## src/rtl/muldiv_unit.sv

```systemverilog
// Iterative 32-bit multiply/divide unit: radix-2 shift-add multiply and restoring divide,
// 32 CALC cycles, one FIX cycle for sign correction, one-cycle done pulse.
module muldiv_unit (
    input  logic        clk,
    input  logic        rst,
    input  logic        start,
    input  logic [5:0]  op,
    input  logic [31:0] a,
    input  logic [31:0] b,
    input  logic        cancel,
    output logic        busy,
    output logic        done,
    output logic [31:0] result,
    output logic        div0
);

    localparam logic [5:0] ALU_OP_MUL  = 6'h18;
    localparam logic [5:0] ALU_OP_MULU = 6'h19;
    localparam logic [5:0] ALU_OP_MUH  = 6'h1A;
    localparam logic [5:0] ALU_OP_MUHU = 6'h1B;
    localparam logic [5:0] ALU_OP_DIV  = 6'h1C;
    localparam logic [5:0] ALU_OP_DIVU = 6'h1D;
    localparam logic [5:0] ALU_OP_MOD  = 6'h1E;
    localparam logic [5:0] ALU_OP_MODU = 6'h1F;

    localparam logic [1:0] ST_IDLE = 2'd0;
    localparam logic [1:0] ST_CALC = 2'd1;
    localparam logic [1:0] ST_FIX  = 2'd2;
    localparam logic [1:0] ST_DONE = 2'd3;

    logic [1:0]  state_reg;
    logic [4:0]  cnt_reg;
    logic        is_mul_reg;
    logic        sel_hi_reg;
    logic        neg_res_reg;
    logic        div0_pend_reg;
    logic [63:0] work_reg;
    logic [31:0] opnd_reg;
    logic [31:0] result_reg;
    logic        div0_reg;

    logic        dec_valid, dec_mul, dec_signed, dec_hi;
    logic [31:0] a_mag, b_mag;
    logic        neg_res_next;
    logic [32:0] mul_sum;
    logic [32:0] div_shift;
    logic        div_ge;
    logic [31:0] div_rem;
    logic [63:0] work_next;
    logic [63:0] prod_fixed;
    logic [31:0] div_sel;
    logic [31:0] fix_value;

    always_comb begin
        dec_valid  = 1'b1;
        dec_mul    = 1'b0;
        dec_signed = 1'b0;
        dec_hi     = 1'b0;
        case (op)
            ALU_OP_MUL:  begin dec_mul = 1'b1; dec_signed = 1'b1; end
            ALU_OP_MULU: begin dec_mul = 1'b1; end
            ALU_OP_MUH:  begin dec_mul = 1'b1; dec_signed = 1'b1; dec_hi = 1'b1; end
            ALU_OP_MUHU: begin dec_mul = 1'b1; dec_hi = 1'b1; end
            ALU_OP_DIV:  begin dec_signed = 1'b1; end
            ALU_OP_DIVU: begin end
            ALU_OP_MOD:  begin dec_signed = 1'b1; dec_hi = 1'b1; end
            ALU_OP_MODU: begin dec_hi = 1'b1; end
            default:     dec_valid = 1'b0;
        endcase
    end

    always_comb begin
        a_mag = (dec_signed && a[31]) ? -a : a;
        b_mag = (dec_signed && b[31]) ? -b : b;
        // Remainder follows the dividend; a zero divisor leaves the quotient unfixed.
        if (dec_mul)
            neg_res_next = dec_signed & (a[31] ^ b[31]);
        else if (dec_hi)
            neg_res_next = dec_signed & a[31];
        else
            neg_res_next = dec_signed & (a[31] ^ b[31]) & (b != 32'd0);
    end

    // One iteration: multiply keeps {acc_hi, multiplier}; divide keeps {remainder, dividend/quotient}.
    always_comb begin
        mul_sum   = {1'b0, work_reg[63:32]} + (work_reg[0] ? {1'b0, opnd_reg} : 33'd0);
        div_shift = {work_reg[63:32], work_reg[31]};
        div_ge    = div_shift[32] | (div_shift[31:0] >= opnd_reg);
        div_rem   = div_ge ? (div_shift[31:0] - opnd_reg) : div_shift[31:0];
        if (is_mul_reg)
            work_next = {mul_sum, work_reg[31:1]};
        else
            work_next = {div_rem, work_reg[30:0], div_ge};
    end

    always_comb begin
        prod_fixed = neg_res_reg ? -work_reg : work_reg;
        div_sel    = sel_hi_reg ? work_reg[63:32] : work_reg[31:0];
        if (is_mul_reg)
            fix_value = sel_hi_reg ? prod_fixed[63:32] : prod_fixed[31:0];
        else
            fix_value = neg_res_reg ? -div_sel : div_sel;
    end

    always_ff @(posedge clk or posedge rst) begin
        if (rst) begin
            state_reg     <= ST_IDLE;
            cnt_reg       <= 5'd0;
            is_mul_reg    <= 1'b0;
            sel_hi_reg    <= 1'b0;
            neg_res_reg   <= 1'b0;
            div0_pend_reg <= 1'b0;
            work_reg      <= 64'd0;
            opnd_reg      <= 32'd0;
            result_reg    <= 32'd0;
            div0_reg      <= 1'b0;
        end else begin
            case (state_reg)
                ST_IDLE: begin
                    if (start) begin
                        if (dec_valid) begin
                            state_reg     <= ST_CALC;
                            cnt_reg       <= 5'd0;
                            is_mul_reg    <= dec_mul;
                            sel_hi_reg    <= dec_hi;
                            neg_res_reg   <= neg_res_next;
                            div0_pend_reg <= ~dec_mul & (b == 32'd0);
                            work_reg      <= {32'd0, a_mag};
                            opnd_reg      <= b_mag;
                        end else begin
                            state_reg  <= ST_DONE;
                            result_reg <= 32'd0;
                            div0_reg   <= 1'b0;
                        end
                    end
                end
                ST_CALC: begin
                    if (cancel) begin
                        state_reg <= ST_IDLE;
                    end else begin
                        work_reg <= work_next;
                        if (cnt_reg == 5'd31)
                            state_reg <= ST_FIX;
                        else
                            cnt_reg <= cnt_reg + 5'd1;
                    end
                end
                ST_FIX: begin
                    if (cancel) begin
                        state_reg <= ST_IDLE;
                    end else begin
                        result_reg <= fix_value;
                        div0_reg   <= div0_pend_reg;
                        state_reg  <= ST_DONE;
                    end
                end
                default: state_reg <= ST_IDLE;
            endcase
        end
    end

    assign busy   = (state_reg == ST_CALC) || (state_reg == ST_FIX);
    assign done   = (state_reg == ST_DONE);
    assign result = result_reg;
    assign div0   = div0_reg;

endmodule
```

## config.mk

```make
export PLATFORM = sky130hd
export DESIGN_NAME = muldiv_unit
export DESIGN_NICKNAME = d
export VERILOG_FILES = /design/src/rtl/muldiv_unit.sv
export SDC_FILE = /design/constraint.sdc
export NUM_CORES = 1
export LEC_CHECK = 0
export BUFFER_PORTS_ARGS = -buffer_cell sky130_fd_sc_hd__buf_2
export CORE_ASPECT_RATIO = 1.4
export CORE_UTILIZATION = 29
export CTS_CLUSTER_DIAMETER = 80
export DETAILED_ROUTE_END_ITERATION = 8
export PLACE_DENSITY_LB_ADDON = 0.3
export REMOVE_ABC_BUFFERS = 1
export SLEW_MARGIN = 5
export SYNTH_ARGS = -nofsm -noshare
export SYNTH_HDL_FRONTEND = slang
export SYNTH_SLANG_ARGS = --single-unit
```

## constraint.sdc

```tcl
create_clock -name clk -period 7.2 [get_ports clk]
set_input_delay 1.44 -clock clk [delete_from_list [all_inputs] [get_ports clk]]
set_output_delay 1.44 -clock clk [all_outputs]
set_load 0.05 [all_outputs]
```

* Word-level counts from Yosys, hierarchy flattened *
Index checks and enable logic that the tools add are counted.

storage, ports and cells
  output and inout port bits = 35
  bits in registers = 140
  input port bits = 74

operators by class
  reduce and logical (&&, ||, !) cells = 17
  multiplexer cells = 39
  add/subtract/negate cells = 7
  order comparisons = 1
  bitwise logic cells = 7
  equality and inequality tests = 19

operators with widths
  kind                                            number
  two-way mux 32 bit                              11
  two-way mux 64 bit                              5
  case mux 64 bit (2 select lines)                1
  negation 32 bit                                 3
  negation 64 bit                                 1
  case mux 32 bit (2 select lines)                1
  == test 6 x 5 -> 1 bit (second input constant)  8
  adder 32 x 32 -> 33 bit                         1
  greater-or-equal comparator 32 bit              1
  logical NOT 32 bit                              1
  nonzero test 32 bit                             1
  subtractor 32 bit                               1
  two-way mux 5 bit                               4
  inequality test 2 bit (second input constant)   6
  OR reduction 4 bit                              3
  two-way mux 2 bit                               5
  case mux 5 bit (2 select lines)                 1
  two-way mux 1 bit                               9
  AND reduction 4 bit                             2
  OR reduction 8 bit                              1
  case mux 2 bit (3 select lines)                 1
  adder 5 x 1 -> 5 bit (second input constant)    1
  == test 5 bit (second input constant)           1
  AND reduction 5 bit                             1
  14 further kinds                                20

* Logic depth before layout (Yosys ltp) *
Gate-level depths: netlist of the first run.

  word-level depth = 8
  gate-level depth with buffers = 17
  depth with buffers taken out = 13

* Least setup slack after synthesis of the first run *
No wires, ideal clock.

  path kind = flip-flop to flip-flop
  start = register sel_hi_reg
  end = register result_reg[30] (netlist: result[30])
  library setup time = 0.134 ns
  slack = 2.188 ns
  cell stages (with the launch flop) = 18
  clock period less this slack = 5.012 ns
  data arrival time = 4.878 ns
  path through = dfrtp_1 -> buf_2 -> clkbuf_1 -> buf_1 -> buf_1 -> buf_1 -> buf_1 -> clkbuf_1 -> mux2i_1 -> ha_1 -> o221ai_1 -> nor4_1 -> or4b_2 -> or2_2 -> o21ai_0 -> xnor2_1 -> a222oi_1 -> o21ai_1

on the way
  longest elaborated chain between the ends = 6
  elaborated cells on any way between the ends = 7

RTL lines
  what                                  line  RTL
  from (decl)                           34    logic sel_hi_reg;
  from (signal assigned)                125   sel_hi_reg <= dec_hi;
  two-way mux 32 bit                    98    div_sel = sel_hi_reg ? work_reg[63:32] : work_reg[31:0];
  negation 32 bit                       102   fix_value = neg_res_reg ? -div_sel : div_sel;
  two-way mux 32 bit                    102
  two-way mux 32 bit (*)                99    if (is_mul_reg)
  two-way mux 32 bit (*)                149   if (cancel) begin
  case mux 32 bit (2 select lines) (*)  118   case (state_reg)
  to (signal assigned)                  152   result_reg <= fix_value;
  to (decl)                             39    logic [31:0] result_reg;

Every way passes the cells marked *; elsewhere a longest branch is shown, timed or not. The select of a mux whose other input is x is not followed.
A chain may end at the register's enable or synchronous reset.

* Worst setup path in the final report of the first run *
  start = register work_reg[0]
  end = register result_reg[26] (netlist: result[26])

on the way
  longest elaborated chain between the ends = 6
  elaborated cells on any way between the ends = 9

RTL lines
  what                                                          line      RTL
  from (decl)                                                   37        logic [63:0] work_reg;
  from (signal assigned)                                        128       work_reg <= {32'd0, a_mag};
  from (signal assigned)                                        141       work_reg <= work_next;
  negation 64 bit / two-way mux 32 bit (equally long branches)  97, 98
  two-way mux 64 bit / negation 32 bit (equally long branches)  97, 102
  two-way mux 32 bit, on equally long branches                  100, 102
  two-way mux 32 bit (*)                                        99
  two-way mux 32 bit (*)                                        149
  case mux 32 bit (2 select lines) (*)                          118

Marks and branches as above.

==> key figures, run 1 <==
Clock tree
  – Clk sink count: 140
  – Longest Clk Path Bufs: 2
  – # hold bufs at CTS: 0
  – Num CTS Buffers: 17
  – H-tree lvl count: 4
  – Resize count post-CTS: 0
  – CTS tree: built
  – Clk slew on worst S/H paths: 0.06 ns
  – Setup Buffers After CTS: 0
  – Worst skew pair latency: 0.46 ns
  – Clock root cell: clkbuf_16

Global routing
  – Grt ovf: 0
  – Total Routing Usage GR: 0.195
  – Initial antenna violation count: 1
  – Vias in the first global route: 13,700
  – First-pass GRT wire length: 76.6 mm
  – Pin count of the biggest net entering global routing: 97

Finish
  – Max reg flops: 64
  – Diodes inserted: 0
  – Area growth syn-to-layout: 11.9%
  – Fill cells: 5,116
  – Final net count: 2,016
  – Share of cells above drive strength 1: 0.110

Synthesis
  – Unique masters post-synth: 76
  – Post-Syn Area per Cell: 7.68 um2
  – Post-synth top area share: 0.247
  – Top cells by area, synth: dfrtp_1, o21ai_0, xnor2_1, ha_1, nand2_1
  – Main synth FF type: dfrtp_1
  – Top cells by count, synth: o21ai_0, nand2_1, nor2_1, dfrtp_1, xnor2_1
  – Synth Cell Area: 14,200 um2
  – Post-synthesis sequential area ratio: 0.247
  – Fraction of registers with async set/reset: 1.00
  – Area leader, netlist: dfrtp_1
  – Most frequent cell after synthesis: o21ai_0
  – Yosys reg bits: 140
  – Synth Instances: 1,847
  – Post-synth EDFFs: 0
  – Synth warn: 0

Route
  – Initial DRC Count: 1,015
  – WL final: 48.6 mm
  – Mean number of vias per cell: 5.53
  – Post-route DRC: 0
  – Wire per inst: 19.4 um
  – DRT Pass-1 Iters: 5
  – Via count: 13,900
  – Antenna-violating nets left: 0

Timing
  – Post-route minimum period: 4.52 ns
  – Layout Skew: 0.0115 ns
  – PnR worst setup slack: 2.68 ns
  – Slew of the pin with the lowest slew margin: 1.08 ns
  – Max-slew headroom: 0.263
  – RSZ-0062 raised after global routing: no
  – Final Hold Viols: 0
  – Final setup violation count: 0
  – Setup TNS: 0 ns
  – Final worst path period share: 0.627
  – Fin. max-slew vios: 0
  – Highest Clock Rate: 0.221 GHz

Setup path
  – Crit path cell chain: inv_1 > buf_4 > ha_1 > or3b_2 > nor4_2 > nand4_2 > or3_4 > or4_4 > o21ai_2 > xnor2_1 > a222oi_1 > o21ai_1
  – CP top delay family: simple AND/OR/NAND/NOR gates
  – Buf/Inv on CP: 2
  – Startpoint types: register
  – Reg2reg setup slack: 2.68 ns
  – Reg-to-Reg End: result[26]
  – Worst reg2reg startpoint: work_reg[0]
  – Kind of critical path: register to register
  – Crit-path max cell delay: 0.79 ns
  – Crit path DAT: 4.83 ns
  – Crit end category: register
  – Worst Path Max Fanout: 32
  – Worst path slowest cell: nor4_2
  – Reg2reg path depth: 12
  – WP data required: 7.52 ns

Place
  – Buffers on Ports: 108
  – DP Worst Slack: 2.69 ns
  – Detailed placement HPWL: 36.9 mm
  – Placer Congestion: 0.916

Pwr
  – Cell area power density: 472 nW/um2
  – Static Leak: 0.00653 uW
  – VDD IR-drop max: 0.195 mV

Hold path
  – Hold path start: result[3]
  – Min-Delay Path Class: register to register
  – Min-Delay Path Depth: 2
  – WHS Endpoint: result[3]

Floorplanning
  – Die footprint: 49,800 um2
  – Die Ht: 264 um
  – I/O pin count: 109
  – Die Wd: 189 um
  – Core footprint: 48,100 um2
  – Starting Density: 0.295
  – Row count: 95

Status
  – Outcome: complete, no violations

Job
  – MaxCap Viol Count: 0
-- worst max-delay path by stage --
| stage | from | end | slack, ns | cells after the start |
|---|---|---|---|---|
| finish | work_reg[0] | result[26] | 2.68 | 12 |
| global route | work_reg[0] | result[26] | 2.49 | 12 |
| CTS | work_reg[0] | result[26] | 2.71 | 12 |
| detailed placement | work_reg[0] | result[26] | 2.69 | 12 |
| global placement | work_reg[0] | result[26] | 2.72 | 12 |
| floorplan | start | work_reg[58] | 0.88 | 5 |
-- through the flow --
| step | total power (uW) | cells | hold WS, ns | cell area (um2) | util |
|---|---|---|---|---|---|
| global route | 8060 | 2509 | 0.504 | 15900 | 0.330 |
| floorplan | 5000 | 1716 | 0.450 | 13700 | - |
| finish | 7500 | 2509 | 0.474 | 15900 | 0.330 |
| detailed placement | 6390 | 2477 | 0.463 | 15200 | 0.316 |
| global placement | 6330 | 2477 | 0.455 | 15200 | 0.316 |
| CTS | 7460 | 2509 | 0.478 | 15900 | 0.330 |
-- kinds of logic (layout without fill, tap and decap cells) --
| family | Yosys count | count (layout) | share of synthesized area |
|---|---|---|---|
| compound gates | 582 | 582 | 0.259 |
| xor+xnor | 200 | 200 | 0.123 |
| fa+ha+maj | 76 | 76 | 0.0681 |
| buf+inv | 192 | 224 | 0.0541 |
| flops | 140 | 140 | 0.247 |
| mux | 76 | 76 | 0.0543 |
| simple gates | 581 | 581 | 0.195 |
-- worst min-delay path, cell delays in order, from the launching register on --
cell	delay, ns
dfrtp_1	0.33
nand2_1	0.04
o21ai_0	0.06
-- final cells by class --
| type | instances | area [um2] | share of cell area |
|---|---|---|---|
| multi-input cells | 1515 | 9950 | 0.627 |
| flip-flops and latches | 140 | 3510 | 0.221 |
| well taps | 630 | 788 | 0.0497 |
| repair buffers | 131 | 713 | 0.0449 |
| clock buffers | 18 | 439 | 0.0277 |
| clock inverters | 14 | 240 | 0.0151 |
| inverters | 61 | 234 | 0.0147 |
-- placed cells by master (no fill, tap or decap), drive strengths merged, types with 11 or more instances in the layout --
cell	instances
a22oi	17
clkbuf	18
inv	62
and3	14
or4	11
o41ai	12
xnor2	118
a222oi	14
mux2i	68
nand3	32
buf	131
nand4	15
a21oi	113
nor2	143
or3	17
a31oi	11
nand2b	24
ha	74
o31ai	46
nor3	41
a21o	22
nor4	17
nor2b	11
xor2	82
a211oi	17
dfrtp	140
nand2	212
o211ai	21
o21ai	226
-- power breakdown --
group          switching [uW]  internal [uW]
clock network             388            660
logic                    2920           1780
registers                 652           1090
total                    3960           3540
-- metal layers --
metal / track usage / vias up / wire length [um]
li1: - / 6717 / -
met1: 0.236 / 6647 / 20800
met2: 0.338 / 411 / 23800
met3: 0.0240 / 97 / 1940
met4: 0.0968 / 0 / 2120
met5: 0 / - / 0
Note: power is estimated with default switching activity, not from simulation.
==> run 2, diff against run 1 <==
--- a/config.mk
+++ b/config.mk
@@ -5,6 +5,7 @@
 export SDC_FILE = /design/constraint.sdc
 export NUM_CORES = 1
 export LEC_CHECK = 0
+export ABC_AREA = 1
 export BUFFER_PORTS_ARGS = -buffer_cell sky130_fd_sc_hd__buf_2
 export CORE_ASPECT_RATIO = 1.4
 export CORE_UTILIZATION = 29
==> constraint.sdc (replaced) <==
create_clock -name clk -period 4.4 [get_ports clk]
set_input_delay 0.88 -clock clk [delete_from_list [all_inputs] [get_ports clk]]
set_output_delay 0.88 -clock clk [all_outputs]
set_load 0.05 [all_outputs]
==> run 2 against run 1 <==
Effect of this change: critical path depth up 5; clock-buffer cell count increased by 2; worst setup slack lost 1.6 ns; via count up 49%; cell count increased by 63%; clock power increased by 50%; clock skew up 0.0035 ns; first-iteration DRC count up 63%; register-to-register slack worse by 1.6 ns; synthesized cell count is 74% higher; critical path type unchanged; non-clock buffer count up 9; total power is 87% higher.
==> key figures, run 2 <==
Setup path
  – Reg2reg path depth: 17 (+5)
  – Buf/Inv on CP: 3 (+1)
  – Worst path slowest cell: nand2_2
  – WP data required: 4.77 ns (-2.75 ns)
  – Top cell by count, worst path: nand2_1
  – Worst reg2reg startpoint: work_reg[31]
  – Crit path DAT: 3.68 ns (-1.15 ns)
  – Crit path cell chain: inv_1 > ha_1 > fa_1 > inv_1 > nand3_1 > nand2_2 > nand2_1 > nand2_1 > nand2_1 > nand3_1 > nand2_2 > nand2_2 > inv_1 > nand2_1 > nand3_1 > nand2_1 > nand2_1
  – Reg-to-Reg End: work_reg[49]
  – CP top delay family: simple AND/OR/NAND/NOR gates
  – Reg2reg setup slack: 1.08 ns (-1.60 ns)
  – Crit-path max cell delay: 0.49 ns (-0.30 ns)
  – Worst Path Max Fanout: 25 (-22%)
  – Crit end category: register
  – Startpoint types: register
  – Kind of critical path: register to register

Synthesis
  – Post-synthesis sequential area ratio: 0.197 (-0.0496)
  – Yosys reg bits: 140 (unchanged)
  – Post-synth EDFFs: 0 (unchanged)
  – Main synth FF type: dfrtp_1
  – Top cells by area, synth: nand2_1, dfrtp_1, nand3_1, inv_1, nor2_1
  – Synth Instances: 3,211 (+74%)
  – Post-Syn Area per Cell: 5.53 um2 (-28%)
  – Post-synth top area share: 0.228 (-0.0186)
  – Synth Cell Area: 17,800 um2 (+25%)
  – Fraction of registers with async set/reset: 1.00 (unchanged)
  – Unique masters post-synth: 47 (-38%)
  – Synth warn: 0 (unchanged)
  – Area leader, netlist: nand2_1
  – Most frequent cell after synthesis: nand2_1
  – Top cells by count, synth: nand2_1, inv_1, nand3_1, nor2_1, o21ai_0

Status
  – Outcome: complete, no violations

Floorplanning
  – Die Ht: 295 um (+12%)
  – I/O pin count: 109 (unchanged)
  – Starting Density: 0.295 (+0.000757)
  – Die footprint: 62,200 um2 (+25%)
  – Core footprint: 60,100 um2 (+25%)
  – Row count: 106 (+12%)
  – Die Wd: 211 um (+12%)

Timing
  – Final Hold Viols: 0 (unchanged)
  – Highest Clock Rate: 0.301 GHz (+36%)
  – Max-slew headroom: 0.288 (+0.0245)
  – Fin. max-slew vios: 0 (unchanged)
  – Slew of the pin with the lowest slew margin: 1.06 ns (-0.0129 ns)
  – Layout Skew: 0.0150 ns (+0.00350 ns)
  – RSZ-0062 raised after global routing: no
  – Final setup violation count: 0 (unchanged)
  – Post-route minimum period: 3.32 ns (-1.20 ns)
  – Final worst path period share: 0.754 (+0.127)

Hold path
  – Min-Delay Path Class: input port to async pin

Pwr
  – Static Leak: 0.0104 uW (+59%)
  – Cell area power density: 715 nW/um2 (+51%)
  – VDD IR-drop max: 0.326 mV (+67%)

Route
  – Mean number of vias per cell: 5.04 (-8.8%)
  – DRT Pass-1 Iters: 6 (+1)
  – Antenna-violating nets left: 0 (unchanged)
  – Initial DRC Count: 1,655 (+63%)
  – WL final: 75.2 mm (+55%)
  – Via count: 20,600 (+49%)
  – Post-route DRC: 0 (unchanged)
  – Wire per inst: 18.4 um (-5.0%)

Finish
  – Area growth syn-to-layout: 10.6%
  – Max reg flops: 64 (unchanged)
  – Share of cells above drive strength 1: 0.0747 (-0.0355)
  – Area occupied by multi-input gates: 11,900 um2 (+20%)
  – Reg area: 3510 um2 (+0.14%)
  – Diodes inserted: 0 (unchanged)
  – Fin cells: 4,090 (+63%)
  – Leading cell types in the layout, fill and taps excluded: nand2_1, inv_1, nand3_1, nor2_1, o21ai_0
  – Final net count: 3,418 (+70%)
  – Post-route cell area: 19,600 um2 (+24%)
  – Fill cells: 7,025 (+37%)
  – Commonest non-fill, non-tap cell in the layout: nand2_1

Global routing
  – First-pass GRT wire length: 114 mm (+49%)
  – Total Routing Usage GR: 0.243 (+0.0481)
  – Vias in the first global route: 19,700 (+44%)
  – Pin count of the biggest net entering global routing: 66 (-32%)
  – Initial antenna violation count: 0 (-1)
  – Grt ovf: 0 (unchanged)

Clock tree
  – Longest Clk Path Bufs: 2 (unchanged)
  – Num CTS Buffers: 17 (unchanged)
  – Resize count post-CTS: 0 (unchanged)
  – Clk sink count: 140 (unchanged)
  – Worst skew pair latency: 0.48 ns (+0.02 ns)
  – Clock root cell: clkbuf_16
  – Setup Buffers After CTS: 0 (unchanged)
  – CTS tree: built
  – Clk slew on worst S/H paths: 0.06 ns (about the same)
  – # hold bufs at CTS: 0 (unchanged)
  – H-tree lvl count: 4 (unchanged)

Place
  – DP Area: 19,000 um2 (+25%)
  – Detailed placement HPWL: 60.6 mm (+64%)
  – Placed cell count: 4,059 (+64%)
  – Buffers on Ports: 108 (unchanged)
  – Placer Congestion: 1.02 (+12%)

Job
  – MaxCap Viol Count: 0 (unchanged)
[run 2: cell types whose count changed in the layout (fill, tap and decap cells not counted), sizes merged, moves of 33 or more]
cell and delta:
nand2 +884, inv +413, nand3 +340, nor2 +212, xnor2 -98, mux2i -68, xor2 -64, o31ai -42
nand4 +33
[run 2: per-layer routing]
metal  GRT usage  routed length, um
met2       0.438              37400
met1       0.278              29900
met4       0.137               4450
met3      0.0228               3420
met5           0                  0
[run 2: worst max path at each step]
stage | start | to | slack (ns) | depth (start not counted)
final | work_reg[31] | work_reg[49] | 1.08 | 17
after global routing | work_reg[31] | work_reg[49] | 0.86 | 17
after CTS | work_reg[31] | work_reg[49] | 1.11 | 17
after detailed placement | op[5] | work_reg[24] | 1.12 | 12
after global placement | op[4] | work_reg[24] | 1.20 | 13
after floorplan | rst | cnt_reg[0] | -0.23 | 1
[run 2: power by group]
part	switching [uW]	leakage (uW)	internal, uW
logic	6700	0.00834	2950
registers	1010	0.00177	1810
clock network	659	0.000292	915
[run 2: worst reg2reg max path, stage by stage (launching register included)]
cell,delay (ns)
dfrtp_1,0.43
inv_1,0.16
ha_1,0.26
fa_1,0.43
inv_1,0.10
nand3_1,0.08
nand2_2,0.11
nand2_1,0.07
nand2_1,0.11
nand2_1,0.08
nand3_1,0.14
nand2_2,0.08
nand2_2,0.49
inv_1,0.32
nand2_1,0.12
nand3_1,0.08
nand2_1,0.10
nand2_1,0.05
[run 2: final cells by class]
cell class,count,share of cell area
clock buffer,20,0.0233
clock inverter,11,0.00726
inverter,475,0.0910
multi-input combinational,2494,0.607
sequential,140,0.179
tap,810,0.0516
timing repair buffer,140,0.0410
[run 2: cell families (layout without fill, tap and decap cells)]
family,count (synthesis),in the layout,synth area share
adders and majority gates,76,76,0.0544
AOI/OAI and AO/OA,448,448,0.139
xor gates and xnor gates,38,38,0.0187
and+or+nand+nor,1932,1932,0.459
buffers and inverters,577,646,0.132
DFF,140,140,0.197
[run 2: through the flow]
step	power (uW)	utilization	hold slack (ns)	worst slack, ns	TNS, ns
2_1_floorplan	9190	-	0.442	-0.233	-35.04
3_3_place_gp	12300	0.317	0.470	1.20	0
3_5_place_dp	12300	0.317	0.462	1.12	0
4_1_cts	14000	0.327	0.479	1.11	0
5_1_grt	15300	0.327	0.501	0.863	0
6_report	14000	0.327	0.475	1.08	0
